[config.mk]
export PLATFORM = sky130hd
export DESIGN_NAME = axi4_write_ctrl
export DESIGN_NICKNAME = d
export VERILOG_FILES = /design/src/rtl/axi4_write_ctrl.sv
export SDC_FILE = /design/constraint.sdc
export NUM_CORES = 1
export LEC_CHECK = 0
export CORE_MARGIN = 5
export CORE_UTILIZATION = 35
export CTS_CLUSTER_DIAMETER = 120
export DETAILED_ROUTE_END_ITERATION = 10
export GPL_ROUTABILITY_DRIVEN = 1
export GPL_TIMING_DRIVEN = 0
export PLACE_DENSITY = 0.6
export SYNTH_ARGS = -nofsm -noshare
export SYNTH_HDL_FRONTEND = slang
export SYNTH_SLANG_ARGS = --single-unit
[constraint.sdc]
create_clock -name clk -period 3.5 [get_ports clk]
set_input_delay 0.7 -clock clk [delete_from_list [all_inputs] [get_ports clk]]
set_output_delay 0.7 -clock clk [all_outputs]
set_load 0.005 [all_outputs]
[src/rtl/axi4_write_ctrl.sv]
// AXI4 INCR burst write master: streams a local SRAM byte range to an AXI slave with WSTRB edge masking.
// Optional macro WR_ERR_ABORT_EN: a BRESP[1] response ends the transfer instead of only flagging it.
module axi4_write_ctrl #(
    parameter int AXI_ID_WIDTH        = 1,
    parameter int AXI_ADDR_WIDTH      = 32,
    parameter int AXI_DATA_WIDTH      = 32,
    parameter int AXI_AWUSER_WIDTH    = 1,
    parameter int TRAN_BYTE_NUM_WIDTH = 16,
    parameter int SRAM_ADDR_WIDTH     = 32
) (
    input  logic                           clk,
    input  logic                           rst_n,
    input  logic [AXI_ADDR_WIDTH-1:0]      w_target_slave_base_addr_i,
    input  logic [TRAN_BYTE_NUM_WIDTH-1:0] w_total_byte_num_i,
    input  logic                           w_start_i,
    output logic                           w_busy_o,
    output logic                           w_error_o,
    output logic [SRAM_ADDR_WIDTH-1:0]     w_sram_addr_o,
    output logic                           w_sram_rd_en_o,
    input  logic [AXI_DATA_WIDTH-1:0]      w_sram_data_i,
    output logic [AXI_ID_WIDTH-1:0]        M_AXI_AWID,
    output logic [AXI_ADDR_WIDTH-1:0]      M_AXI_AWADDR,
    output logic [7:0]                     M_AXI_AWLEN,
    output logic [2:0]                     M_AXI_AWSIZE,
    output logic [1:0]                     M_AXI_AWBURST,
    output logic                           M_AXI_AWLOCK,
    output logic [3:0]                     M_AXI_AWCACHE,
    output logic [2:0]                     M_AXI_AWPROT,
    output logic [3:0]                     M_AXI_AWQOS,
    output logic [AXI_AWUSER_WIDTH-1:0]    M_AXI_AWUSER,
    output logic                           M_AXI_AWVALID,
    input  logic                           M_AXI_AWREADY,
    output logic [AXI_DATA_WIDTH-1:0]      M_AXI_WDATA,
    output logic [AXI_DATA_WIDTH/8-1:0]    M_AXI_WSTRB,
    output logic                           M_AXI_WLAST,
    output logic                           M_AXI_WVALID,
    input  logic                           M_AXI_WREADY,
    input  logic [AXI_ID_WIDTH-1:0]        M_AXI_BID,
    input  logic [1:0]                     M_AXI_BRESP,
    input  logic                           M_AXI_BVALID,
    output logic                           M_AXI_BREADY
);
    localparam int STRB      = AXI_DATA_WIDTH / 8;
    localparam int STRB_LOG2 = $clog2(STRB);
    localparam int CNT_W     = TRAN_BYTE_NUM_WIDTH + 1;

    typedef enum logic [1:0] {S_IDLE, S_AW, S_W, S_B} state_t;

    state_t                    state_q, state_d;
    logic [AXI_ADDR_WIDTH-1:0] abase_q, burst_idx_q;
    logic [STRB_LOG2-1:0]      off_q, eoff_q;
    logic [CNT_W-1:0]          beat_remain_q;
    logic [7:0]                aw_len_q, wr_cnt_q;
    logic [8:0]                rd_left_q;
    logic                      first_q, err_q, rd_inflight_q;
    logic [SRAM_ADDR_WIDTH-1:0] sram_addr_q;

    logic [AXI_DATA_WIDTH-1:0] fifo_mem [2];
    logic                      fifo_wr_ptr_q, fifo_rd_ptr_q;
    logic [1:0]                fifo_cnt_q;

    logic [STRB_LOG2-1:0] off_in, eoff_in;
    logic [CNT_W-1:0]     adj, beats_in;
    logic                 accept, aw_hs, w_hs, b_hs, burst_last, xfer_last, more_bursts, rd_en;
    logic [2:0]           occ;
    logic [STRB-1:0]      strb;
    logic                 unused_inputs;

    function automatic logic [8:0] burst_beats(input logic [CNT_W-1:0] n);
        return (n > CNT_W'(256)) ? 9'd256 : n[8:0];
    endfunction

    assign off_in   = w_target_slave_base_addr_i[STRB_LOG2-1:0];
    assign adj      = CNT_W'(w_total_byte_num_i) + CNT_W'(off_in);
    assign eoff_in  = adj[STRB_LOG2-1:0];
    assign beats_in = (adj >> STRB_LOG2) + CNT_W'(eoff_in != '0);
    assign accept   = w_start_i && (state_q == S_IDLE) && (w_total_byte_num_i != '0);

    assign aw_hs      = M_AXI_AWVALID && M_AXI_AWREADY;
    assign w_hs       = M_AXI_WVALID && M_AXI_WREADY;
    assign b_hs       = M_AXI_BVALID && M_AXI_BREADY;
    assign burst_last = (wr_cnt_q == aw_len_q);
    // beat_remain_q already excludes the current burst once its AW has been accepted.
    assign xfer_last  = burst_last && (beat_remain_q == '0);
`ifdef WR_ERR_ABORT_EN
    assign more_bursts = (beat_remain_q != '0) && !M_AXI_BRESP[1];
`else
    assign more_bursts = (beat_remain_q != '0);
`endif

    // A beat popped this cycle frees its slot, which keeps one beat per cycle with a 2-entry FIFO.
    assign occ   = 3'(fifo_cnt_q) + 3'(rd_inflight_q) - 3'(w_hs);
    assign rd_en = ((state_q == S_AW) || (state_q == S_W)) && (rd_left_q != '0) && (occ < 3'd2);

    // NOTE: state registers use non-blocking assignments so every flop samples pre-edge values.
    always_ff @(posedge clk or negedge rst_n) begin
        if (!rst_n) state_q <= S_IDLE;
        else        state_q <= state_d;
    end

    // NOTE: default assignment first so no path through the case leaves state_d unassigned (no latch).
    always_comb begin
        state_d = state_q;
        case (state_q)
            S_IDLE: if (accept) state_d = S_AW;
            S_AW:   if (aw_hs) state_d = S_W;
            S_W:    if (w_hs && burst_last) state_d = S_B;
            S_B:    if (b_hs) state_d = more_bursts ? S_AW : S_IDLE;
            default: state_d = S_IDLE;
        endcase
    end

    always_comb begin
        strb = '1;
        if (first_q) strb = strb & ({STRB{1'b1}} << off_q);
        if (xfer_last && (eoff_q != '0)) strb = strb & ((STRB'(1) << eoff_q) - STRB'(1));
        M_AXI_AWVALID = (state_q == S_AW);
        M_AXI_BREADY  = (state_q == S_B);
        M_AXI_WVALID  = (state_q == S_W) && (fifo_cnt_q != 2'd0);
        M_AXI_WDATA   = M_AXI_WVALID ? fifo_mem[fifo_rd_ptr_q] : '0;
        M_AXI_WSTRB   = M_AXI_WVALID ? strb : '0;
        M_AXI_WLAST   = M_AXI_WVALID && burst_last;
    end

    always_ff @(posedge clk or negedge rst_n) begin
        if (!rst_n) begin
            abase_q       <= '0;
            burst_idx_q   <= '0;
            off_q         <= '0;
            eoff_q        <= '0;
            beat_remain_q <= '0;
            aw_len_q      <= '0;
            wr_cnt_q      <= '0;
            rd_left_q     <= '0;
            first_q       <= 1'b0;
            err_q         <= 1'b0;
            sram_addr_q   <= '0;
            rd_inflight_q <= 1'b0;
        end else begin
            rd_inflight_q <= rd_en;
            if (accept) begin
                abase_q       <= w_target_slave_base_addr_i - AXI_ADDR_WIDTH'(off_in);
                off_q         <= off_in;
                eoff_q        <= eoff_in;
                beat_remain_q <= beats_in;
                burst_idx_q   <= '0;
                aw_len_q      <= 8'(burst_beats(beats_in) - 9'd1);
                rd_left_q     <= burst_beats(beats_in);
                sram_addr_q   <= '0;
                first_q       <= 1'b1;
                err_q         <= 1'b0;
            end
            if (aw_hs) begin
                beat_remain_q <= beat_remain_q - CNT_W'(aw_len_q) - CNT_W'(1);
                burst_idx_q   <= burst_idx_q + AXI_ADDR_WIDTH'(1);
                wr_cnt_q      <= '0;
            end
            if (rd_en) begin
                rd_left_q   <= rd_left_q - 9'd1;
                sram_addr_q <= sram_addr_q + SRAM_ADDR_WIDTH'(1);
            end
            if (w_hs) begin
                wr_cnt_q <= wr_cnt_q + 8'd1;
                first_q  <= 1'b0;
            end
            if (b_hs) begin
                if (M_AXI_BRESP[1]) err_q <= 1'b1;
                if (state_d == S_AW) begin
                    aw_len_q  <= 8'(burst_beats(beat_remain_q) - 9'd1);
                    rd_left_q <= burst_beats(beat_remain_q);
                end
            end
        end
    end

    // NOTE: FIFO storage has no reset; the pointers and count define validity and outputs are gated.
    always_ff @(posedge clk) begin
        if (rd_inflight_q) fifo_mem[fifo_wr_ptr_q] <= w_sram_data_i;
    end

    always_ff @(posedge clk or negedge rst_n) begin
        if (!rst_n) begin
            fifo_wr_ptr_q <= 1'b0;
            fifo_rd_ptr_q <= 1'b0;
            fifo_cnt_q    <= 2'd0;
        end else begin
            if (rd_inflight_q) fifo_wr_ptr_q <= ~fifo_wr_ptr_q;
            if (w_hs)          fifo_rd_ptr_q <= ~fifo_rd_ptr_q;
            case ({rd_inflight_q, w_hs})
                2'b10:   fifo_cnt_q <= fifo_cnt_q + 2'd1;
                2'b01:   fifo_cnt_q <= fifo_cnt_q - 2'd1;
                default: fifo_cnt_q <= fifo_cnt_q;
            endcase
        end
    end

    assign w_busy_o       = (state_q != S_IDLE);
    assign w_error_o      = err_q;
    assign w_sram_addr_o  = sram_addr_q;
    assign w_sram_rd_en_o = rd_en;
    assign M_AXI_AWADDR   = abase_q + (burst_idx_q << (8 + STRB_LOG2));
    assign M_AXI_AWLEN    = aw_len_q;
    assign M_AXI_AWID     = '0;
    assign M_AXI_AWSIZE   = 3'(STRB_LOG2);
    assign M_AXI_AWBURST  = 2'b01;
    assign M_AXI_AWLOCK   = 1'b0;
    assign M_AXI_AWCACHE  = 4'b0010;
    assign M_AXI_AWPROT   = 3'b000;
    assign M_AXI_AWQOS    = 4'b0000;
    assign M_AXI_AWUSER   = '0;

    assign unused_inputs = ^{M_AXI_BID, M_AXI_BRESP[0]};

endmodule

==> summary.txt, run 1 <==
CTS
  – CTS root buffer: clkbuf_16
  – CTS Buf Count: 25
  – Worst-path clk slew: 0.07 ns
  – CTS Sinks: 203
  – Worst-Skew Late Latency: 0.53 ns
  – H-tree depth: 1
  – Post-CTS Hold Fix Bufs: 0
  – TritonCTS clock tree: yes
  – Clock buffer depth: 3

Critical path
  – CP Max Fanout: 2
  – CP Data Required Time: 2.80 ns
  – CP peak stage delay: 0.39 ns
  – FF-to-FF End: M_AXI_AWLEN[2]
  – Cell count of the worst reg-to-reg path: 11
  – Buf/Inv on CP: 4
  – Crit-path cells: ha_2, buf_4, inv_2, fa_2, nor2b_2, o21ai_2, a21boi_2, o311ai_4, a21oi_2, o211ai_1, a21oi_2, buf_4, nor3_2, nor3_2, xor2_1, buf_2
  – Critical path data arrival time: 3.42 ns
  – RR Startpoint: beat_remain_q[3]
  – Critical path class: register to primary output
  – CP max-delay cell: dfrtp_1
  – Top delay family on crit path: compound AO/OA/AOI/OAI gates
  – FF-to-FF setup slack: 0.02 ns
  – Critical Path End Type: primary output
  – Crit start category: register

Finish
  – Most frequent cells in the layout: nand2_1, clkdlybuf4s50_1, dfrtp_1
  – Fin cells: 2068
  – Multi-input gate area: 0.006650 sq mm
  – Ratio of cells with drive above 1 in the final layout: 18.77%
  – Final net count: 1740
  – Core Util, Final: 49.47%
  – FF/Latch Area: 0.005404 sq mm
  – Fillers: 3140
  – Commonest non-fill, non-tap cell in the layout: nand2_1
  – ANT cells: 0
  – Layout area overhead: 39.80%

Detailed routing
  – Drt via density: 5.221
  – Residual DRC: 0
  – DRT Pass-1 Iters: 5
  – Antenna Nets Post-Route: 0
  – Routed WL: 35.47 mm
  – Initial DRC Count: 608
  – Per-cell routed wire length: 17.15 um
  – DR vias: 10800

Power
  – Static Leak: 7.044 nW
  – Internal: 6.565 mW
  – NetSw: 3.929 mW
  – Pwr Density: 632.6 mW/mm^2
  – Worst vdd ir: 0.4156 mV
  – Net Sw Frac: 37.44%
  – Combinational share of power: 43.7%
  – Reg power frac: 32.9%
  – Clk pwr share: 23.4%

Logic synthesis
  – Post-synthesis cell count: 1283
  – Yosys warns: 0
  – Number of synthesized flops with an enable pin: 64
  – FF+latch count, synth: 203
  – Async S/R FF share, synth: 68.47%
  – Yosys cell types: 78
  – Main synth FF type: dfrtp_1
  – Mapped cell area: 0.01187 sq mm
  – Sequential cell area fraction in the yosys report: 45.51%
  – Avg Cell Area, Syn: 9.249 sq um

Timing
  – Period utilisation layout: 117.6%
  – Minimum clock period: 4.117 ns
  – Tightest Pin Transition: 0.8083 ns
  – Peak Freq: 0.2429 GHz
  – Clk_skew: 0.01256 ns
  – RSZ-0062 raised after global routing: true
  – Setup violations, final: 30
  – Hold Fails Final Rpt: 0
  – Hold WS: 0.1948 ns
  – Max Slew Vio Count: 0
  – Final WS setup: -0.6172 ns
  – Slew margin rel.: 46.12%

GRT
  – First-pass GRT wire length: 55.80 mm
  – Total congestion overflow: 0
  – All-Layer GR Usage: 17.64%
  – Largest net degree at the start of global routing: 73
  – Antenna violations before repair: 0
  – Vias in the first global route: 10340

Floorplan
  – Area of the core: 0.03353 sq mm
  – Row count: 67
  – Ports: 223
  – Die height: 194.1 um
  – Starting Density: 35.39%
  – Width of the die: 194.1 um
  – Die area: 0.03769 sq mm

Job
  – Max_cap viols: 0

Placement
  – PortBufs: 196
  – Dpl cells: 1948
  – GPL Wtd Cong: 0.8895
  – Dpl hpwl: 25.00 mm

Run status
  – Status: complete, but fails checks
  – Violated checks: setup timing

Hold path
  – Worst hold path type: primary input to asynchronous set/reset pin
-- cell type report --
cell class              count  share of cell area (%)
multi-input cells         976                   40.09
clock buffers              39                   4.389
clock inverters             7                  0.3394
repair buffers            272                   15.43
plain buffers              77                   2.730
well taps                 448                   3.379
flip-flops and latches    203                   32.57
inverters                  46                   1.071
-- cells by family after synthesis --
| group | after synthesis | share of synthesized area, % |
|---|---|---|
| multiplexers | 40 | 3.385 |
| other | 2 | 0.06329 |
| AO/OA/AOI/OAI | 287 | 15.82 |
| buffers and inverters | 123 | 4.903 |
| flip-flops | 203 | 45.51 |
| AND/OR/NAND/NOR | 511 | 19.85 |
| XOR/XNOR | 67 | 4.945 |
| adder cells (fa/ha/maj) | 50 | 5.525 |
-- synth_stat cells, types with 3 or more instances --
master | number | area, sq um
nand2_1 | 196 | 735.7
dfrtp_1 | 139 | 3478
nor2_1 | 121 | 454.2
o21ai_0 | 91 | 455.4
edfxtp_1 | 64 | 1922
nand3_1 | 60 | 300.3
a21oi_1 | 48 | 240.2
ha_1 | 46 | 575.6
inv_1 | 45 | 168.9
mux2i_1 | 39 | 390.4
xnor2_1 | 38 | 332.8
clkbuf_1 | 35 | 131.4
buf_4 | 29 | 217.7
xor2_1 | 29 | 254.0
nor3_1 | 26 | 130.1
a31oi_1 | 20 | 125.1
nand4_1 | 19 | 118.9
and3_1 | 18 | 112.6
o211ai_1 | 17 | 127.6
o31ai_1 | 16 | 120.1
a21o_1 | 14 | 105.1
a211oi_1 | 12 | 90.09
nor4_1 | 11 | 68.82
nand2b_1 | 10 | 62.56
buf_1 | 9 | 33.78
or3_1 | 9 | 56.30
or4_1 | 8 | 60.06
nor2b_1 | 7 | 43.79
o41ai_1 | 7 | 61.31
a311oi_1 | 5 | 43.79
and2_1 | 5 | 31.28
o21a_1 | 5 | 37.54
o311ai_0 | 5 | 43.79
or2_2 | 5 | 31.28
a2111oi_0 | 4 | 35.03
fa_1 | 4 | 80.08
o21bai_1 | 4 | 30.03
a211o_1 | 3 | 26.28
a211oi_2 | 3 | 37.54
a22oi_1 | 3 | 22.52
a32o_1 | 3 | 30.03
buf_2 | 3 | 15.01
nor3b_1 | 3 | 22.52
o21ai_1 | 3 | 15.01
-- sequential cells by signal, summed over array words and instances, names as in the netlist, 8 cells and up --
register	flops
rd_left_q	9
beat_remain_q	17
w_sram_addr_o	32
wr_cnt_q	8
fifo_mem	64
M_AXI_AWLEN	8
abase_q	30
burst_idx_q	22
-- worst max path at each step --
| stage | start | end | slack (ns) | depth (start not counted) |
|---|---|---|---|---|
| 6_report | burst_idx_q[0] | M_AXI_AWADDR[28] | -0.62 | 16 |
| 3_3_place_gp | rst_n | w_sram_addr_o[21] | -4.39 | 1 |
| 4_1_cts | burst_idx_q[1] | M_AXI_AWADDR[31] | -0.61 | 13 |
| 5_1_grt | burst_idx_q[1] | M_AXI_AWADDR[31] | -0.83 | 13 |
| 3_5_place_dp | w_target_slave_base_addr_i[0] | M_AXI_AWLEN[6] | -2.02 | 19 |
| 2_1_floorplan | w_target_slave_base_addr_i[0] | M_AXI_AWLEN[6] | -0.75 | 17 |
-- power groups by stage --
| stage | clock (mW) | combinational [mW] | sequential [mW] |
|---|---|---|---|
| after floorplan | 0 | 2.52 | 3.33 |
| after global placement | 0 | 3.97 | 3.46 |
| after detailed placement | 0 | 4.05 | 3.47 |
| after CTS | 2.54 | 4.32 | 3.44 |
| after global routing | 2.63 | 5.04 | 3.51 |
| final | 2.46 | 4.58 | 3.46 |
-- routing by layer --
metal	track usage [%]	vias up	part of all wire, %
li1	-	5222	-
met1	25.19	5219	46
met2	29.08	312	47
met3	2.224	43	5.0
met4	3.490	0	1.8
met5	0	-	0
-- what timing repair did --
| item | 4_1_cts | 5_1_grt |
|---|---|---|
| resized for setup | 200 | 62 |
| cloned | 0 | 1 |
| setup buffers | 52 | 30 |
| pin swaps | 76 | 50 |
| endpoints found under the setup margin | 95 | 78 |
-- stage by stage --
stage               power [mW]  setup slack, ns  instance area (sq um)  setup TNS, ns
floorplan                5.847          -0.7500                  12040         -5.539
global placement         7.432           -4.394                  14560        -666.22
detailed placement       7.521           -2.020                  14630         -60.10
CTS                      10.29          -0.6101                  16190         -7.609
global route             11.18          -0.8319                  16590         -11.66
finish                   10.49          -0.6172                  16590         -7.546
Note: power is estimated with default switching activity, not from simulation.
==> run 2, diff against run 1 <==
Settings changed: CTS_CLUSTER_SIZE set to 30.
==> run 2 against run 1 <==
  * The run still ends with setup timing left
  * First-iteration DRC count shrank 2.3%
  * Critical path type unchanged
  * Clock skew grew 0.036 ns
  * Final cell count shrank 1.6%
  * Largest cell class unchanged
  * Total power shrank 11%
  * Routed wire length shrank 2.3%
  * Utilization shrank 1.5 points
  * Critical path depth shrank 3
  * Global-route usage shrank 0.33 points
  * Register-to-register slack lost 0.23 ns
  * Worst setup slack gained 0.042 ns
  * Highest routed layer unchanged
==> summary.txt, run 2 (synthesis results as in run 1) <==
Run status
  – Status: complete, but fails checks
  – Violated checks: setup timing

CTS
  – Clock buffer depth: 3 (unchanged)
  – H-tree depth: 1 (unchanged)
  – CTS Sinks: 203 (unchanged)
  – CTS root buffer: clkbuf_16
  – Worst-path clk slew: 0.12 ns (+0.05 ns)
  – Post-CTS Hold Fix Bufs: 0 (unchanged)
  – Worst-Skew Late Latency: 0.49 ns (-0.04 ns)
  – CTS Buf Count: 11 (-56%)
  – TritonCTS clock tree: yes

Critical path
  – CP peak stage delay: 0.40 ns (about the same)
  – Critical path class: register to primary output
  – Crit start category: register
  – Worst Setup SP: burst_idx_q[1]
  – RR Startpoint: beat_remain_q[3]
  – Crit-path cells: ha_1, a21o_1, a21o_1, a2111oi_4, o31ai_2, a21oi_2, buf_4, o2111a_1, o21ai_2, a221o_1, a21oi_2, xnor2_1, buf_2
  – CP Data Required Time: 2.80 ns (about the same)
  – Cell count of the worst reg-to-reg path: 11 (unchanged)
  – Critical Path End Type: primary output
  – Buf/Inv on CP: 2 (-2)
  – Top delay family on crit path: compound AO/OA/AOI/OAI gates
  – FF-to-FF End: M_AXI_AWLEN[2]
  – CP max-delay cell: dfrtp_1
  – FF-to-FF setup slack: -0.21 ns (-0.23 ns)
  – Critical path data arrival time: 3.38 ns (-0.04 ns)
  – CP Max Fanout: 3 (+1)

Detailed routing
  – Initial DRC Count: 594 (-2.3%)
  – Drt via density: 5.221 (about the same)
  – Residual DRC: 0 (unchanged)
  – Antenna Nets Post-Route: 0 (unchanged)
  – Per-cell routed wire length: 17.03 um (-0.70%)
  – Routed WL: 34.64 mm (-2.3%)
  – DR vias: 10620 (-1.6%)
  – DRT Pass-1 Iters: 5 (unchanged)

Power
  – Net Sw Frac: 39.30% (+1.9 points)
  – Worst vdd ir: 0.2901 mV (-30%)
  – Internal: 5.694 mW (-13%)
  – Clk pwr share: 15.3% (-8.1 points)
  – Static Leak: 6.783 nW (-3.7%)
  – Reg power frac: 36.7% (+3.8 points)
  – Total chip power: 9.381 mW (-11%)
  – NetSw: 3.687 mW (-6.2%)
  – Combinational share of power: 48.0% (+4.3 points)
  – Pwr Density: 582.7 mW/mm^2 (-7.9%)

Floorplan
  – Ports: 223 (unchanged)
  – Row count: 67 (unchanged)
  – Die height: 194.1 um (unchanged)
  – Area of the core: 0.03353 sq mm (unchanged)
  – Width of the die: 194.1 um (unchanged)
  – Die area: 0.03769 sq mm (unchanged)
  – Starting Density: 35.39% (unchanged)

GRT
  – Antenna violations before repair: 0 (unchanged)
  – All-Layer GR Usage: 17.31% (-0.33 points)
  – Vias in the first global route: 10180 (-1.6%)
  – Total congestion overflow: 0 (unchanged)
  – Largest net degree at the start of global routing: 73 (unchanged)
  – First-pass GRT wire length: 54.75 mm (-1.9%)

Finish
  – Most frequent cells in the layout: nand2_1, clkdlybuf4s50_1, dfrtp_1
  – Commonest non-fill, non-tap cell in the layout: nand2_1
  – Final net count: 1721 (-1.1%)
  – Largest register FFs: 64 (unchanged)
  – Ratio of cells with drive above 1 in the final layout: 17.40% (-1.4 points)
  – Top reg by flops: fifo_mem
  – Layout area overhead: 35.67%
  – ANT cells: 0 (unchanged)

Hold path
  – Worst hold path type: primary input to asynchronous set/reset pin

Timing
  – Period utilisation layout: 116.4% (-1.2 points)
  – Tightest Pin Transition: 0.8004 ns (-0.007859 ns)
  – Peak Freq: 0.2454 GHz (+1.0%)
  – Final WS setup: -0.5755 ns (+0.04173 ns)
  – Slew margin rel.: 46.64% (+0.52 points)
  – Setup violations, final: 30 (unchanged)
  – Minimum clock period: 4.075 ns (-0.04173 ns)
  – RSZ-0062 raised after global routing: true
  – Hold Fails Final Rpt: 0 (unchanged)
  – Clk_skew: 0.04824 ns (+0.03568 ns)
  – Max Slew Vio Count: 0 (unchanged)

Job
  – Max_cap viols: 0 (unchanged)

Placement
  – GPL Wtd Cong: 0.8895 (unchanged)
  – Dpl hpwl: 25.00 mm (unchanged)
  – PortBufs: 196 (unchanged)
  – Pre-CTS setup slack: -2.020 ns (unchanged)
==> run 2: cell count changes in the layout (fill, tap and decap cells not counted), sizes merged <==
cell / previous run / this run
clkbuf: 73 / 50
buf: 141 / 135
clkinv: 6 / 2
clkdlybuf4s50: 166 / 167
clkinvlp: 1 / 0
dlymetal6s2s: 5 / 4
==> run 2: worst max-delay path by stage <==
| stage | cells after the start | slack, ns | to |
|---|---|---|---|
| after floorplan | 17 | -0.75 | M_AXI_AWLEN[6] |
| after detailed placement | 19 | -2.02 | M_AXI_AWLEN[6] |
| final | 13 | -0.58 | M_AXI_AWADDR[31] |
| after global routing | 13 | -0.80 | M_AXI_AWADDR[31] |
| after CTS | 13 | -0.58 | M_AXI_AWADDR[31] |
| after global placement | 1 | -4.39 | w_sram_addr_o[21] |
==> run 2: power groups by stage <==
stage / sequential (mW) / combinational [mW] / clock, mW
6_report: 3.45 / 4.50 / 1.44
4_1_cts: 3.42 / 4.29 / 1.50
3_3_place_gp: 3.46 / 3.97 / 0
5_1_grt: 3.50 / 4.97 / 1.57
3_5_place_dp: 3.47 / 4.05 / 0
2_1_floorplan: 3.33 / 2.52 / 0
==> run 2: stage by stage <==
stage                     hold slack (ns)  cells  cell area (sq um)  setup TNS [ns]  utilization (%)
after global routing               0.2685   2034              16100          -11.82            48.01
after global placement             0.4649   1946              14560         -666.22            43.43
after detailed placement           0.4634   1948              14630          -60.10            43.62
after CTS                          0.2466   2014              15720          -8.088            46.88
final                              0.2167   2034              16100          -7.394            48.01
after floorplan                    0.4044   1302              12040          -5.539                -
==> run 2: area by class of cell <==
class	instances	area [sq um]
well taps	448	560.5
clock inverters	2	41.29
fillers	3166	17430
clock buffers	15	290.3
inverters	46	177.7
plain buffers	77	454.2
flip-flops and latches	203	5404
multi-input cells	976	6655
repair buffers	267	2516
==> run 2: layer usage <==
| metal | wire length (um) | GRT usage (%) | vias to the layer above |
|---|---|---|---|
| li1 | - | - | 5149 |
| met1 | 16220 | 24.97 | 5129 |
| met2 | 16300 | 28.66 | 306 |
| met3 | 1597 | 1.825 | 36 |
| met4 | 526 | 3.125 | 0 |
| met5 | 0 | 0 | - |
==> run 2: what timing repair did <==
item / 4_1_cts / 5_1_grt
cloned: 0 / 1
setup buffers: 52 / 25
endpoints found under the setup margin: 90 / 85
pin swaps: 77 / 51
resized for setup: 197 / 67
